--- src/rtl/uart_pkg.sv ---
// Shared types for the UART transmitter: FSM state encoding,
// parity_mode encodings and the parity helper.
package uart_pkg;

    typedef enum logic [2:0] {
        IDLE,
        START,
        DATA,
        PARITY,
        STOP1,
        STOP2
    } uart_state_t;

    localparam logic [1:0] PAR_NONE = 2'b00;
    localparam logic [1:0] PAR_ODD  = 2'b01;
    localparam logic [1:0] PAR_EVEN = 2'b10;
    localparam logic [1:0] PAR_MARK = 2'b11;

    // ones_odd is the XOR-reduction of the data word.
    function automatic logic parity_bit(
        input logic [1:0] mode,
        input logic       ones_odd
    );
        case (mode)
            PAR_ODD:  parity_bit = ~ones_odd;
            PAR_EVEN: parity_bit = ones_odd;
            default:  parity_bit = 1'b1;
        endcase
    endfunction

endpackage

--- src/rtl/uart_baud_tick.sv ---
// Baud counter: tick marks the last clk of each bit period.
// Ports: clk, reset (async, high), clear (hold at 0), div, tick.
module uart_baud_tick #(
    parameter int DIV_W = 16
) (
    input  logic             clk,
    input  logic             reset,
    input  logic             clear,
    input  logic [DIV_W-1:0] div,
    output logic             tick
);

    logic [DIV_W-1:0] cnt;
    logic [DIV_W-1:0] last;

    // div = 0 is treated as div = 1.
    assign last = (div == '0) ? '0 : div - DIV_W'(1);
    assign tick = !clear && (cnt == last);

    always_ff @(posedge clk or posedge reset) begin
        if (reset) begin
            cnt <= '0;
        end else if (clear || tick) begin
            cnt <= '0;
        end else begin
            cnt <= cnt + DIV_W'(1);
        end
    end

endmodule

--- src/rtl/uart_tx_core.sv ---
// UART transmitter: start, DATA_W bits LSB first, optional parity, 1/2 stops.
// Ports: clk, reset, div, parity_mode, stop2, tx_data/tx_valid/tx_ready,
// txd, busy, frame_done. Define UART_TX_FIFO_EN for a FIFO_DEPTH-entry FIFO.
module uart_tx_core
    import uart_pkg::*;
#(
    parameter int DATA_W     = 8,
    parameter int DIV_W      = 16,
    parameter int FIFO_DEPTH = 4
) (
    input  logic              clk,
    input  logic              reset,
    input  logic [DIV_W-1:0]  div,
    input  logic [1:0]        parity_mode,
    input  logic              stop2,
    input  logic [DATA_W-1:0] tx_data,
    input  logic              tx_valid,
    output logic              tx_ready,
    output logic              txd,
    output logic              busy,
    output logic              frame_done
);

    localparam int BW = $clog2(DATA_W);
    localparam logic [BW-1:0] LAST_BIT = BW'(DATA_W - 1);

    if (DATA_W < 5 || DATA_W > 9 || FIFO_DEPTH < 2 ||
        (FIFO_DEPTH & (FIFO_DEPTH - 1)) != 0) begin : g_bad_cfg
        $error("uart_tx_core: illegal parameter values");
    end

    uart_state_t       state;
    logic [DIV_W-1:0]  div_q;
    logic [1:0]        pm_q;
    logic              stop2_q;
    logic              par_q;
    logic [DATA_W-1:0] shreg;
    logic [BW-1:0]     bit_cnt;
    logic              tick;
    logic              start;
    logic [DATA_W-1:0] word;

`ifdef UART_TX_FIFO_EN
    localparam int AW = $clog2(FIFO_DEPTH);
    localparam logic [AW:0] FULL = (AW + 1)'(FIFO_DEPTH);

    logic [DATA_W-1:0] mem [FIFO_DEPTH];
    logic [AW-1:0]     wr_ptr;
    logic [AW-1:0]     rd_ptr;
    logic [AW:0]       count;
    logic              push;
    logic              pop;

    assign tx_ready = !reset && (count != FULL);
    assign push     = tx_valid && tx_ready;
    assign pop      = (state == IDLE) && (count != '0);
    assign start    = pop;
    assign word     = mem[rd_ptr];

    always_ff @(posedge clk) begin
        if (push) begin
            mem[wr_ptr] <= tx_data;
        end
    end

    // Pointers are exactly AW bits wide, so they wrap modulo FIFO_DEPTH.
    always_ff @(posedge clk or posedge reset) begin
        if (reset) begin
            wr_ptr <= '0;
            rd_ptr <= '0;
            count  <= '0;
        end else begin
            if (push) begin
                wr_ptr <= wr_ptr + AW'(1);
            end
            if (pop) begin
                rd_ptr <= rd_ptr + AW'(1);
            end
            if (push && !pop) begin
                count <= count + (AW + 1)'(1);
            end else if (pop && !push) begin
                count <= count - (AW + 1)'(1);
            end
        end
    end
`else
    assign tx_ready = !reset && (state == IDLE);
    assign start    = tx_valid && tx_ready;
    assign word     = tx_data;
`endif

    assign busy = (state != IDLE);

    // Counter is held clear in IDLE so the start bit gets a full period.
    uart_baud_tick #(
        .DIV_W (DIV_W)
    ) u_baud (
        .clk   (clk),
        .reset (reset),
        .clear (state == IDLE),
        .div   (div_q),
        .tick  (tick)
    );

    always_ff @(posedge clk or posedge reset) begin
        if (reset) begin
            state      <= IDLE;
            txd        <= 1'b1;
            frame_done <= 1'b0;
            bit_cnt    <= '0;
            shreg      <= '0;
            div_q      <= '0;
            pm_q       <= PAR_NONE;
            stop2_q    <= 1'b0;
            par_q      <= 1'b0;
        end else begin
            frame_done <= 1'b0;
            unique case (state)
                IDLE: begin
                    if (start) begin
                        state   <= START;
                        txd     <= 1'b0;
                        shreg   <= word;
                        div_q   <= div;
                        pm_q    <= parity_mode;
                        stop2_q <= stop2;
                        par_q   <= parity_bit(parity_mode, ^word);
                        bit_cnt <= '0;
                    end
                end
                START: begin
                    if (tick) begin
                        state <= DATA;
                        txd   <= shreg[0];
                        shreg <= shreg >> 1;
                    end
                end
                DATA: begin
                    if (tick) begin
                        if (bit_cnt == LAST_BIT) begin
                            if (pm_q != PAR_NONE) begin
                                state <= PARITY;
                                txd   <= par_q;
                            end else begin
                                state <= STOP1;
                                txd   <= 1'b1;
                            end
                        end else begin
                            bit_cnt <= bit_cnt + BW'(1);
                            txd     <= shreg[0];
                            shreg   <= shreg >> 1;
                        end
                    end
                end
                PARITY: begin
                    if (tick) begin
                        state <= STOP1;
                        txd   <= 1'b1;
                    end
                end
                STOP1: begin
                    if (tick) begin
                        if (stop2_q) begin
                            state <= STOP2;
                        end else begin
                            state      <= IDLE;
                            frame_done <= 1'b1;
                        end
                    end
                end
                STOP2: begin
                    if (tick) begin
                        state      <= IDLE;
                        frame_done <= 1'b1;
                    end
                end
                default: state <= IDLE;
            endcase
        end
    end

endmodule

--- config.mk ---
export PLATFORM = sky130hd
export DESIGN_NAME = uart_tx_core
export DESIGN_NICKNAME = d
export VERILOG_FILES = /design/src/rtl/uart_pkg.sv /design/src/rtl/uart_baud_tick.sv /design/src/rtl/uart_tx_core.sv
export SDC_FILE = /design/constraint.sdc
export NUM_CORES = 1
export LEC_CHECK = 0
export ABC_AREA = 1
export CAP_MARGIN = 25
export CELL_PAD_IN_SITES_DETAIL_PLACEMENT = 1
export CELL_PAD_IN_SITES_GLOBAL_PLACEMENT = 2
export CORE_AREA = 2 2 106 108
export CTS_CLUSTER_DIAMETER = 200
export DETAILED_ROUTE_END_ITERATION = 6
export DIE_AREA = 0 0 108 110
export GPL_TIMING_DRIVEN = 0
export MAX_ROUTING_LAYER = met4
export PLACE_DENSITY_LB_ADDON = 0.1
export SETUP_SLACK_MARGIN = 0.02
export SYNTH_ARGS = -nofsm -noshare
export SYNTH_HDL_FRONTEND = slang
export SYNTH_SLANG_ARGS = --single-unit
--- constraint.sdc ---
create_clock -name clk -period 3 [get_ports clk]
set_input_delay 0.3 -clock clk [delete_from_list [all_inputs] [get_ports clk]]
set_output_delay 0.3 -clock clk [all_outputs]
set_load 0.005 [all_outputs]
==> results by group, run 1 <==
Outcome
  • Run status: finished clean

Layout
  • Area grow syn2layout: 19.2%
  • Layout cells sized above 1: 0.0795
  • NumNets Final: 551
  • Filler cells: 1367
  • Util after Layout: 0.373
  • Final Instance Area: 3990 um^2
  • FF+latch area: 1300 um^2
  • Multi-input logic area: 1800 um^2
  • Diode count: 0
  • Layout Cells excl Fill: 656

Place
  • Post-DP HPWL: 7.81 mm
  • # placed instances: 648
  • Area after DPL: 3870 um^2
  • Port bufs: 33
  • RePlAce Congestion: 0.828
  • Pre-CTS setup slack: 0.128 ns

CTS
  • Post-CTS Resized: 0
  • Post-CTS Setup Inserts: 0
  • CTS tree: done
  • CTS Buf Count: 5
  • H-tree levels: 2
  • Clk sinks: 52
  • # hold bufs at CTS: 0
  • Root Buffer: clkbuf_8
  • Clock buffer depth: 2
  • Clk_lat worst skew: 0.31 ns
  • Clk slew on worst S/H paths: 0.10 ns

Route
  • Routed WL: 9.58 mm
  • Drt first pass iters: 4
  • Initial DRC Count: 105
  • Antenna-violating nets left: 0
  • DRC viols: 0
  • Routed vias: 3218
  • Vias/cell: 4.91
  • WL per Instance: 14.6 um

Synthesis
  • Mapped Cells: 474
  • Most numerous cell in the Yosys netlist: nand2_1
  • Leading area contributor after synthesis: dfrtp_1
  • Post-synth top flop: dfrtp_1
  • EDFF count, synth: 0
  • Synth unique cells: 31
  • Mux contribution to synthesized area: 0.0235
  • Largest family of logic cells by synthesized area: simple AND/OR/NAND/NOR gates
  • Synthesized net count: 510
  • Post-synthesis xor/xnor area fraction: 0.0340
  • Synth top area cells: dfrtp_1 (38%), nand2_1 (16%), nand3_1 (8.1%)
  • Synthesized flop and latch total: 52
  • Ys Warns: 0
  • Syn avg cell area: 7.06 um^2
  • Post-Synth Simple-Gate Area: 0.396
  • Ys async rst share: 1.00
  • Area of the mapped netlist: 3350 um^2
  • Register area share after synthesis: 0.389
  • Synth top area share: 0.381
  • Synth Area in Compound Gates: 0.0579
  • Synth top cells by count: nand2_1 (147), nand3_1 (54), inv_1 (52)
  • Synth Area in Adders: 0.0224

Timing
  • Unrepaired setup endpoints after global routing: no
  • Slew headroom: 0.624
  • Crit share post-route: 0.901
  • Worst slew pin tran: 0.558 ns
  • Tmin final: 2.70 ns
  • Final Max Slew Viols: 0
  • Setup-failing EPs final: 0
  • Final WS setup: 0.296 ns
  • Skew final: 0.00898 ns
  • Final hold violation count: 0
  • Total negative setup slack: 0 ns
  • Fmax: 370 MHz

Setup path
  • Slowest stage delay, CP: 0.37 ns
  • Critical path required time: 3.21 ns
  • CP top delay family: simple AND/OR/NAND/NOR gates
  • Setup crit end kind: flip-flop
  • Crit start category: flip-flop
  • CP Cell Sequence: inv_1 > ha_1 > nand2_2 > nor2_2 > nand2_2 > buf_6 > nand3_1 > nor2_1 > nor2_1 > nand2_1 > nor2_1 > nand3_1 > nor2_4 > nor2_2 > nor2_8 > nand2_2 > nand2_1 > nand2_1
  • CP max stage cell: dfrtp_1
  • WS Path Type: flip-flop to flip-flop
  • Critical Path AT: 2.91 ns
  • CP Buf/Inv Count: 2
  • Crit Path Max Fanout: 10

Floorplan
  • Die ar.: 11900 um^2
  • Starting density of the core: 0.313
  • Die height: 110 um
  • DIE WIDTH: 108 um
  • Num rows: 38
  • Core Area: 10700 um^2
  • IO Pins: 34

GRT
  • Grt ovf: 0
  • Largest net degree at the start of global routing: 38
  • First-pass GRT wire length: 16.4 mm
  • Tot GR Track Use: 0.181
  • Antenna violations before repair: 0
  • Number of global-route vias before repair: 3450

Pwr
  • Power Dens Cells: 345 nW/um^2
  • VDD IR-drop max: 0.170 mV
  • Leak Pwr: 0.00189 uW

Hold path
  • Worst hold path type: primary input to async pin

Run
  • MaxCap Viol Count: 0
[worst paths after layout]
kind                                 startpoint                    to  slack (ns)  cells past startpoint
min in group clk                txd$_DFFE_PP1P_       txd$_DFFE_PP1P_        0.47                      2
min reg2reg                     txd$_DFFE_PP1P_       txd$_DFFE_PP1P_        0.47                      2
max in group asynchronous                 reset  div_q[7]$_DFFE_PP0P_        2.14                      3
min                                       reset  shreg[1]$_DFFE_PP0P_        0.32                      2
max                        div_q[0]$_DFFE_PP0P_  shreg[6]$_DFFE_PP0P_        0.30                     18
max reg2reg                div_q[0]$_DFFE_PP0P_  shreg[6]$_DFFE_PP0P_        0.30                     18
[layout by cell type (no fill, tap or decap), types with 2 or more instances in the layout]
master / n
clkbuf_1: 4
xnor2_1: 6
clkbuf_8: 5
o21ai_0: 25
nand2_2: 5
nor2_2: 4
mux2_2: 7
inv_2: 4
dfrtp_1: 51
clkdlybuf4s50_1: 33
buf_6: 2
nor4_1: 4
nand2_1: 146
nor3_1: 7
nand3_1: 54
nor2_4: 6
ha_1: 6
inv_1: 51
a21oi_1: 9
nor2_1: 48
o21ai_1: 2
buf_2: 2
xor2_1: 7
nand4_1: 11
nand3b_1: 3
nor3b_1: 4
[worst register-to-register path, cell delays in order, from the launching register on]
cell	delay [ns]
dfrtp_1	0.37
inv_1	0.15
ha_1	0.28
nand2_2	0.14
nor2_2	0.14
nand2_2	0.08
buf_6	0.14
nand3_1	0.14
nor2_1	0.07
nor2_1	0.08
nand2_1	0.06
nor2_1	0.10
nand3_1	0.12
nor2_4	0.18
nor2_2	0.09
nor2_8	0.16
nand2_2	0.16
nand2_1	0.09
nand2_1	0.05
[registers in the layout, summed over array words and instances, names as in the netlist]
signal,flops
par_q,1
frame_done,1
pm_q,2
div_q,16
bit_cnt,3
stop2_q,1
txd,1
u_baud.cnt,16
state,3
shreg,8
[cell type report]
type                    count  area share
inverters                  55      0.0517
well taps                 140      0.0439
clock buffers               6      0.0182
multi-input cells         359       0.450
plain buffers               8      0.0129
repair buffers             34      0.0878
clock inverters             2     0.00878
flip-flops and latches     52       0.326
[power by group]
group,switching [uW],internal (uW),total [uW]
Combinational,80.3,74.6,155
Clock,244,248,492
Sequential,15.8,714,730
[cell families (layout without fill, tap and decap cells)]
kind of cell / Yosys count / count (layout)
AO/OA/AOI/OAI: 38 / 38
XOR/XNOR: 13 / 13
AND/OR/NAND/NOR: 295 / 295
flip-flops: 52 / 52
multiplexers: 7 / 7
buffers and inverters: 63 / 105
adder cells (fa/ha/maj): 6 / 6
[routing by layer]
| layer | up-vias | part of all wire | global-route usage | routed length (um) |
|---|---|---|---|---|
| li1 | 1605 | - | - | - |
| met1 | 1583 | 0.44 | 0.197 | 4230 |
| met2 | 25 | 0.53 | 0.352 | 5120 |
| met3 | 5 | 0.018 | 0.0282 | 176 |
| met4 | 0 | 0.0067 | 0.0339 | 64 |
| met5 | - | 0 | - | 0 |
[stage by stage]
stage	total power, uW	hold slack (ns)
floorplan	826	0.410
global placement	895	0.450
detailed placement	902	0.456
CTS	1410	0.322
global route	1450	0.329
finish	1380	0.318
(Power assumes the default switching activity.)
==> run 2, diff against run 1 <==
--- a/config.mk
+++ b/config.mk
@@ -6,6 +6,7 @@
 export NUM_CORES = 1
 export LEC_CHECK = 0
 export ABC_AREA = 1
+export ABC_CLOCK_PERIOD_IN_PS = 3000
 export CAP_MARGIN = 25
 export CELL_PAD_IN_SITES_DETAIL_PLACEMENT = 1
 export CELL_PAD_IN_SITES_GLOBAL_PLACEMENT = 2
@@ -15,7 +16,7 @@
 export DIE_AREA = 0 0 108 110
 export GPL_TIMING_DRIVEN = 0
 export MAX_ROUTING_LAYER = met4
-export PLACE_DENSITY_LB_ADDON = 0.1
+export PLACE_DENSITY_LB_ADDON = 0.25
 export SETUP_SLACK_MARGIN = 0.02
 export SYNTH_ARGS = -nofsm -noshare
 export SYNTH_HDL_FRONTEND = slang
==> constraint.sdc (replaced) <==
create_clock -name clk -period 3 [get_ports clk]
set_input_delay 0.3 -clock clk [delete_from_list [all_inputs] [get_ports clk]]
set_output_delay 0.3 -clock clk [all_outputs]
set_load 0.01 [all_outputs]
==> results by group, run 2 (synthesized netlist as in run 1, its figures left out) <==
Outcome
  • Run status: finished clean

Timing
  • Final Max Slew Viols: 0 (unchanged)
  • Skew final: 0.00788 ns (-0.00110 ns)
  • Slew headroom: 0.614 (-0.0107)
  • Tmin final: 2.63 ns (-0.0725 ns)
  • Final hold violation count: 0 (unchanged)
  • Total negative setup slack: 0 ns (unchanged)
  • Unrepaired setup endpoints after global routing: no
  • Final WS setup: 0.369 ns (+0.0725 ns)
  • Worst slew pin tran: 0.574 ns (+0.0160 ns)
  • Fmax: 380 MHz (+2.8%)
  • Setup-failing EPs final: 0 (unchanged)
  • Crit share post-route: 0.877 (-0.0242)

CTS
  • H-tree levels: 2 (unchanged)
  • Clk slew on worst S/H paths: 0.11 ns (about the same)
  • Root Buffer: clkbuf_8
  • Clock buffer depth: 2 (unchanged)
  • Post-CTS Setup Inserts: 0 (unchanged)
  • CTS Buf Count: 5 (unchanged)
  • Clk sinks: 52 (unchanged)
  • # hold bufs at CTS: 0 (unchanged)
  • CTS tree: done
  • Clk_lat worst skew: 0.31 ns (about the same)

Place
  • Post-DP HPWL: 7.55 mm (-3.2%)
  • Port bufs: 33 (unchanged)
  • Pre-CTS setup slack: 0.141 ns (+0.0136 ns)
  • RePlAce Congestion: 0.776 (-6.3%)
  • # placed instances: 648 (unchanged)

Floorplan
  • Die ar.: 11900 um^2 (unchanged)
  • Num rows: 38 (unchanged)
  • DIE WIDTH: 108 um (unchanged)
  • IO Pins: 34 (unchanged)
  • Core Area: 10700 um^2 (unchanged)
  • Die height: 110 um (unchanged)
  • Starting density of the core: 0.313 (unchanged)

Setup path
  • Setup crit end kind: flip-flop
  • Critical path required time: 3.21 ns (about the same)
  • Worst reg-to-reg path cell count: 18 (unchanged)
  • Critical Path AT: 2.84 ns (-0.07 ns)
  • Crit Path Max Fanout: 10 (unchanged)
  • WS Path Type: flip-flop to flip-flop
  • Crit start category: flip-flop

Layout
  • Layout cells sized above 1: 0.0853 (+0.00581)
  • Multi-input logic area: 1800 um^2 (+0.14%)
  • FF+latch area: 1300 um^2 (unchanged)
  • Util after Layout: 0.372 (-0.00129)
  • Layout Cells excl Fill: 656 (unchanged)
  • Diode count: 0 (unchanged)
  • Filler cells: 1377 (+0.73%)
  • NumNets Final: 551 (unchanged)
  • Commonest non-fill, non-tap cell in the layout: nand2_1
  • Area grow syn2layout: 18.8%
  • Regs by FF count: div_q x16, u_baud.cnt x16, shreg x8
  • Most frequent cells in the layout: nand2_1 (146), nand3_1 (54), dfrtp_1 (51), inv_1 (50), nor2_1 (48)

GRT
  • Grt ovf: 0 (unchanged)
  • Antenna violations before repair: 0 (unchanged)
  • Tot GR Track Use: 0.179 (-0.00222)
  • Number of global-route vias before repair: 3475 (+0.72%)
  • Largest net degree at the start of global routing: 38 (unchanged)
  • First-pass GRT wire length: 16.4 mm (about the same)

Route
  • Drt first pass iters: 4 (unchanged)
  • DRC viols: 0 (unchanged)
  • Antenna-violating nets left: 0 (unchanged)
  • Routed vias: 3163 (-1.7%)
  • Routed WL: 9.25 mm (-3.5%)
  • Initial DRC Count: 81 (-23%)
  • WL per Instance: 14.1 um (-3.5%)
  • Vias/cell: 4.82 (-1.7%)

Pwr
  • Leak Pwr: 0.00188 uW (-0.58%)
  • VDD IR-drop max: 0.165 mV (-3.1%)
  • Power Dens Cells: 328 nW/um^2 (-5.0%)

Hold path
  • Worst hold path type: primary input to async pin

Run
  • MaxCap Viol Count: 0 (unchanged)
-- run 2: through the flow --
stage | hold slack [ns] | total power (uW) | cell area [um^2]
finish | 0.310 | 1300 | 3980
global placement | 0.452 | 894 | 3850
floorplan | 0.410 | 826 | 3350
detailed placement | 0.460 | 901 | 3870
global route | 0.325 | 1390 | 3980
CTS | 0.321 | 1340 | 3970
-- run 2: path summary, 6_finish.rpt --
kind	from	to	slack [ns]
min	reset	shreg[1]$_DFFE_PP0P_	0.31
max	div_q[0]$_DFFE_PP0P_	shreg[3]$_DFFE_PP0P_	0.37
min reg2reg	txd$_DFFE_PP1P_	txd$_DFFE_PP1P_	0.47
max reg2reg	div_q[0]$_DFFE_PP0P_	shreg[3]$_DFFE_PP0P_	0.37
max in group asynchronous	reset	div_q[9]$_DFFE_PP0P_	2.16
min in group clk	txd$_DFFE_PP1P_	txd$_DFFE_PP1P_	0.47
-- run 2: critical path, cell delays in order, from the launching register on --
cell and delay (ns):
dfrtp_1 0.39, inv_2 0.11, ha_2 0.23, nand2_2 0.11, nor2_2 0.13, nand2_2 0.07, buf_6 0.14, nand3_1 0.16
nor2_1 0.07, nor2_1 0.13, nand2_1 0.07, nor2_1 0.10, nand3_1 0.11, nor2_4 0.17, nor2_2 0.08, nor2_8 0.16
nand2_2 0.15, nand2_1 0.09, nand2_1 0.05
-- run 2: final cells by class --
class / count / area share
multi-input cells: 359 / 0.453
flip-flops and latches: 52 / 0.327
repair buffers: 34 / 0.0881
inverters: 55 / 0.0519
well taps: 140 / 0.0440
clock buffers: 5 / 0.0173
plain buffers: 8 / 0.0129
clock inverters: 3 / 0.00566
-- run 2: timing repair --
item | CTS | global route
resized for setup | 0 | 5
setup endpoints to repair | 0 | 24
hold endpoints to repair | 0 | 0
-- run 2: routing by layer --
metal	GRT usage	wire [um]	up-vias
met1	0.198	4080	1534
met2	0.343	4950	23
met3	0.0288	176	2
li1	-	-	1604
met4	0.0321	51	0
met5	-	0	-
-- run 2: power by group --
part / switching (uW) / internal (uW) / total [uW]
combinational: 79.9 / 74.9 / 155
clock: 252 / 168 / 420
sequential: 15.0 / 714 / 729
total: 347 / 957 / 1300
==> patch, RTL diff (flow settings as in run 2) <==
Build with the macro `UART_TX_FIFO_EN` defined.
--- a/src/rtl/uart_tx_core.sv
+++ b/src/rtl/uart_tx_core.sv
@@ -1,6 +1,8 @@
 // UART transmitter: start, DATA_W bits LSB first, optional parity, 1/2 stops.
 // Ports: clk, reset, div, parity_mode, stop2, tx_data/tx_valid/tx_ready,
 // txd, busy, frame_done. Define UART_TX_FIFO_EN for a FIFO_DEPTH-entry FIFO.
+`define UART_TX_FIFO_EN
+
 module uart_tx_core
     import uart_pkg::*;
 #(
Check against the original RTL: not equivalent (a bounded check fails within 4 cycles, from zero or initial values and one cycle with reset high).
==> patch against run 2 <==
  * Critical path depth shrank 8
  * Count of clock-buffer cells in the layout up 5
  * Critical path type unchanged
  * Worst hold slack gained 0.022 ns
  * Routed wire length grew 33%
  * Area after synthesis increased by 48%
  * Setup slack worse by 0.076 ns
  * Design area is 43% higher
  * Sequential cell count grew 39
Power is left out: it rests on default switching activity, and per cell area and clock period it moved more than threefold.
==> patch: results (changes against run 2) <==
- Status: finished, final reports clean
- Fill count: 1330 (-3.4%)
- Avg WL per Cell: 15.23 um (+8.0%)
- Data arrival, critical path: 2.93 ns (+0.09 ns)
- Metal-1 WL: 5458 um (+34%)
- Clk_skew: 0.01311 ns (+0.005229 ns)
- Total CTS buffers: 9 (+4)
- Worst-margin pin slew: 0.8222 ns (+0.2480 ns)
- Number of vias per cell: 5.140 (+6.6%)
- First-pass GRT wire length: 20870 um (+27%)
- Period utilisation layout: 0.9025 (+0.02538)
- Clock transition at the registers of the reported paths: 0.09 ns (-0.02 ns)
- H-tree levels: 3 (+1)
- Slowest Stage Delay on Critical Path: 0.46 ns (+0.07 ns)
- Initial DRC count: 178 (+120%)
- Crit-path max FO: 10 (unchanged)
- Worst skew pair latency: 0.35 ns (+0.04 ns)
- Met2 WL: 6432 um (+30%)
- DP Area: 0.005482 mm^2 (+42%)
- Post-Syn Nets: 659 (+29%)
- Unique masters post-synth: 34 (+9.7%)
- Area contributors post-synth: dfrtp_1 (29%), edfxtp_1 (19%), nand2_1 (15%)
- Total track usage: 0.2332 (+0.05403)
- Final non-filler cell total: 808 (+23%)
- Delay-heaviest family, CP: adder cells
- Routability congestion estimate: 0.8476 (+9.2%)
- Syn. warnings: 0 (unchanged)
- Routed length on met3: 224 um (+27%)
- I/O Buffers: 33 (unchanged)
- Ys async rst share: 0.6484 (-0.3516)
- Nets: 705 (+28%)
- Top sig layer: met4
- Number of synthesized flops with an enable pin: 32 (+32)
- Gate Count Post-Synth: 617 (+30%)
- Register area share after synthesis: 0.4920 (+0.1030)
- Fin Hold WS: 0.3326 ns (+0.02237 ns)
- Met3 Use GR: 0.03586 (+0.007055)
- Vias in the first global route: 4363 (+26%)
- Largest net degree at the start of global routing: 39 (+2.6%)
- Placed instance count: 791 (+22%)
- Pre-CTS setup slack: 0.2032 ns (+0.06182 ns)
- Router iterations before antenna repair: 5 (+1)
- Met2 Usage GRT: 0.4245 (+0.08131)
- Antenna cell count: 0 (unchanged)
- Post-DP HPWL: 9579 um (+27%)
- Register-to-register setup slack: 0.29 ns (-0.08 ns)
- Root buffer cell: clkbuf_8
- Top flop regs: mem: 32 flops, div_q: 16 flops, u_baud.cnt: 16 flops
- Met1 Use GR: 0.2701 (+0.07239)
- Max stage delay cell, worst path: clkbuf_1
- Post-synth top cells: nand2_1 (193), nand3_1 (72), inv_1 (68), dfrtp_1 (58), nor2_1 (57)
- Share of cells above drive strength 1: 0.06587 (-0.01940)
## patch: kinds of logic (layout without fill, tap and decap cells)
logic type,count (synthesis),after routing,share of synthesized area
compound gates,52,52,0.05807
buf+inv,82,133,0.06766
simple gates,365,365,0.3224
flops,91,91,0.4920
fa+ha+maj,12,12,0.03181
xor+xnor,15,15,0.02802
## patch: final cells by class
cell class | count | area, um^2 | share of cell area
Sequential cell | 91 | 2439 | 0.4285
Multi-Input combinational cell | 444 | 2187 | 0.3843
Timing Repair Buffer | 35 | 370.4 | 0.06508
Inverter | 68 | 255.2 | 0.04485
Tap cell | 140 | 175.2 | 0.03078
Clock buffer | 10 | 127.6 | 0.02243
Buffer | 14 | 80.08 | 0.01407
Clock inverter | 6 | 56.30 | 0.009894
## patch: final timing paths
path	from	to	cells after the start
min in group clk	div[5]	div_q[5]	3
max reg2reg	count[0]	count[2]	10
min reg2reg	par_q	par_q	2
max	count[0]	count[2]	10
max in group asynchronous	reset	txd	3
min	reset	div_q[5]	2
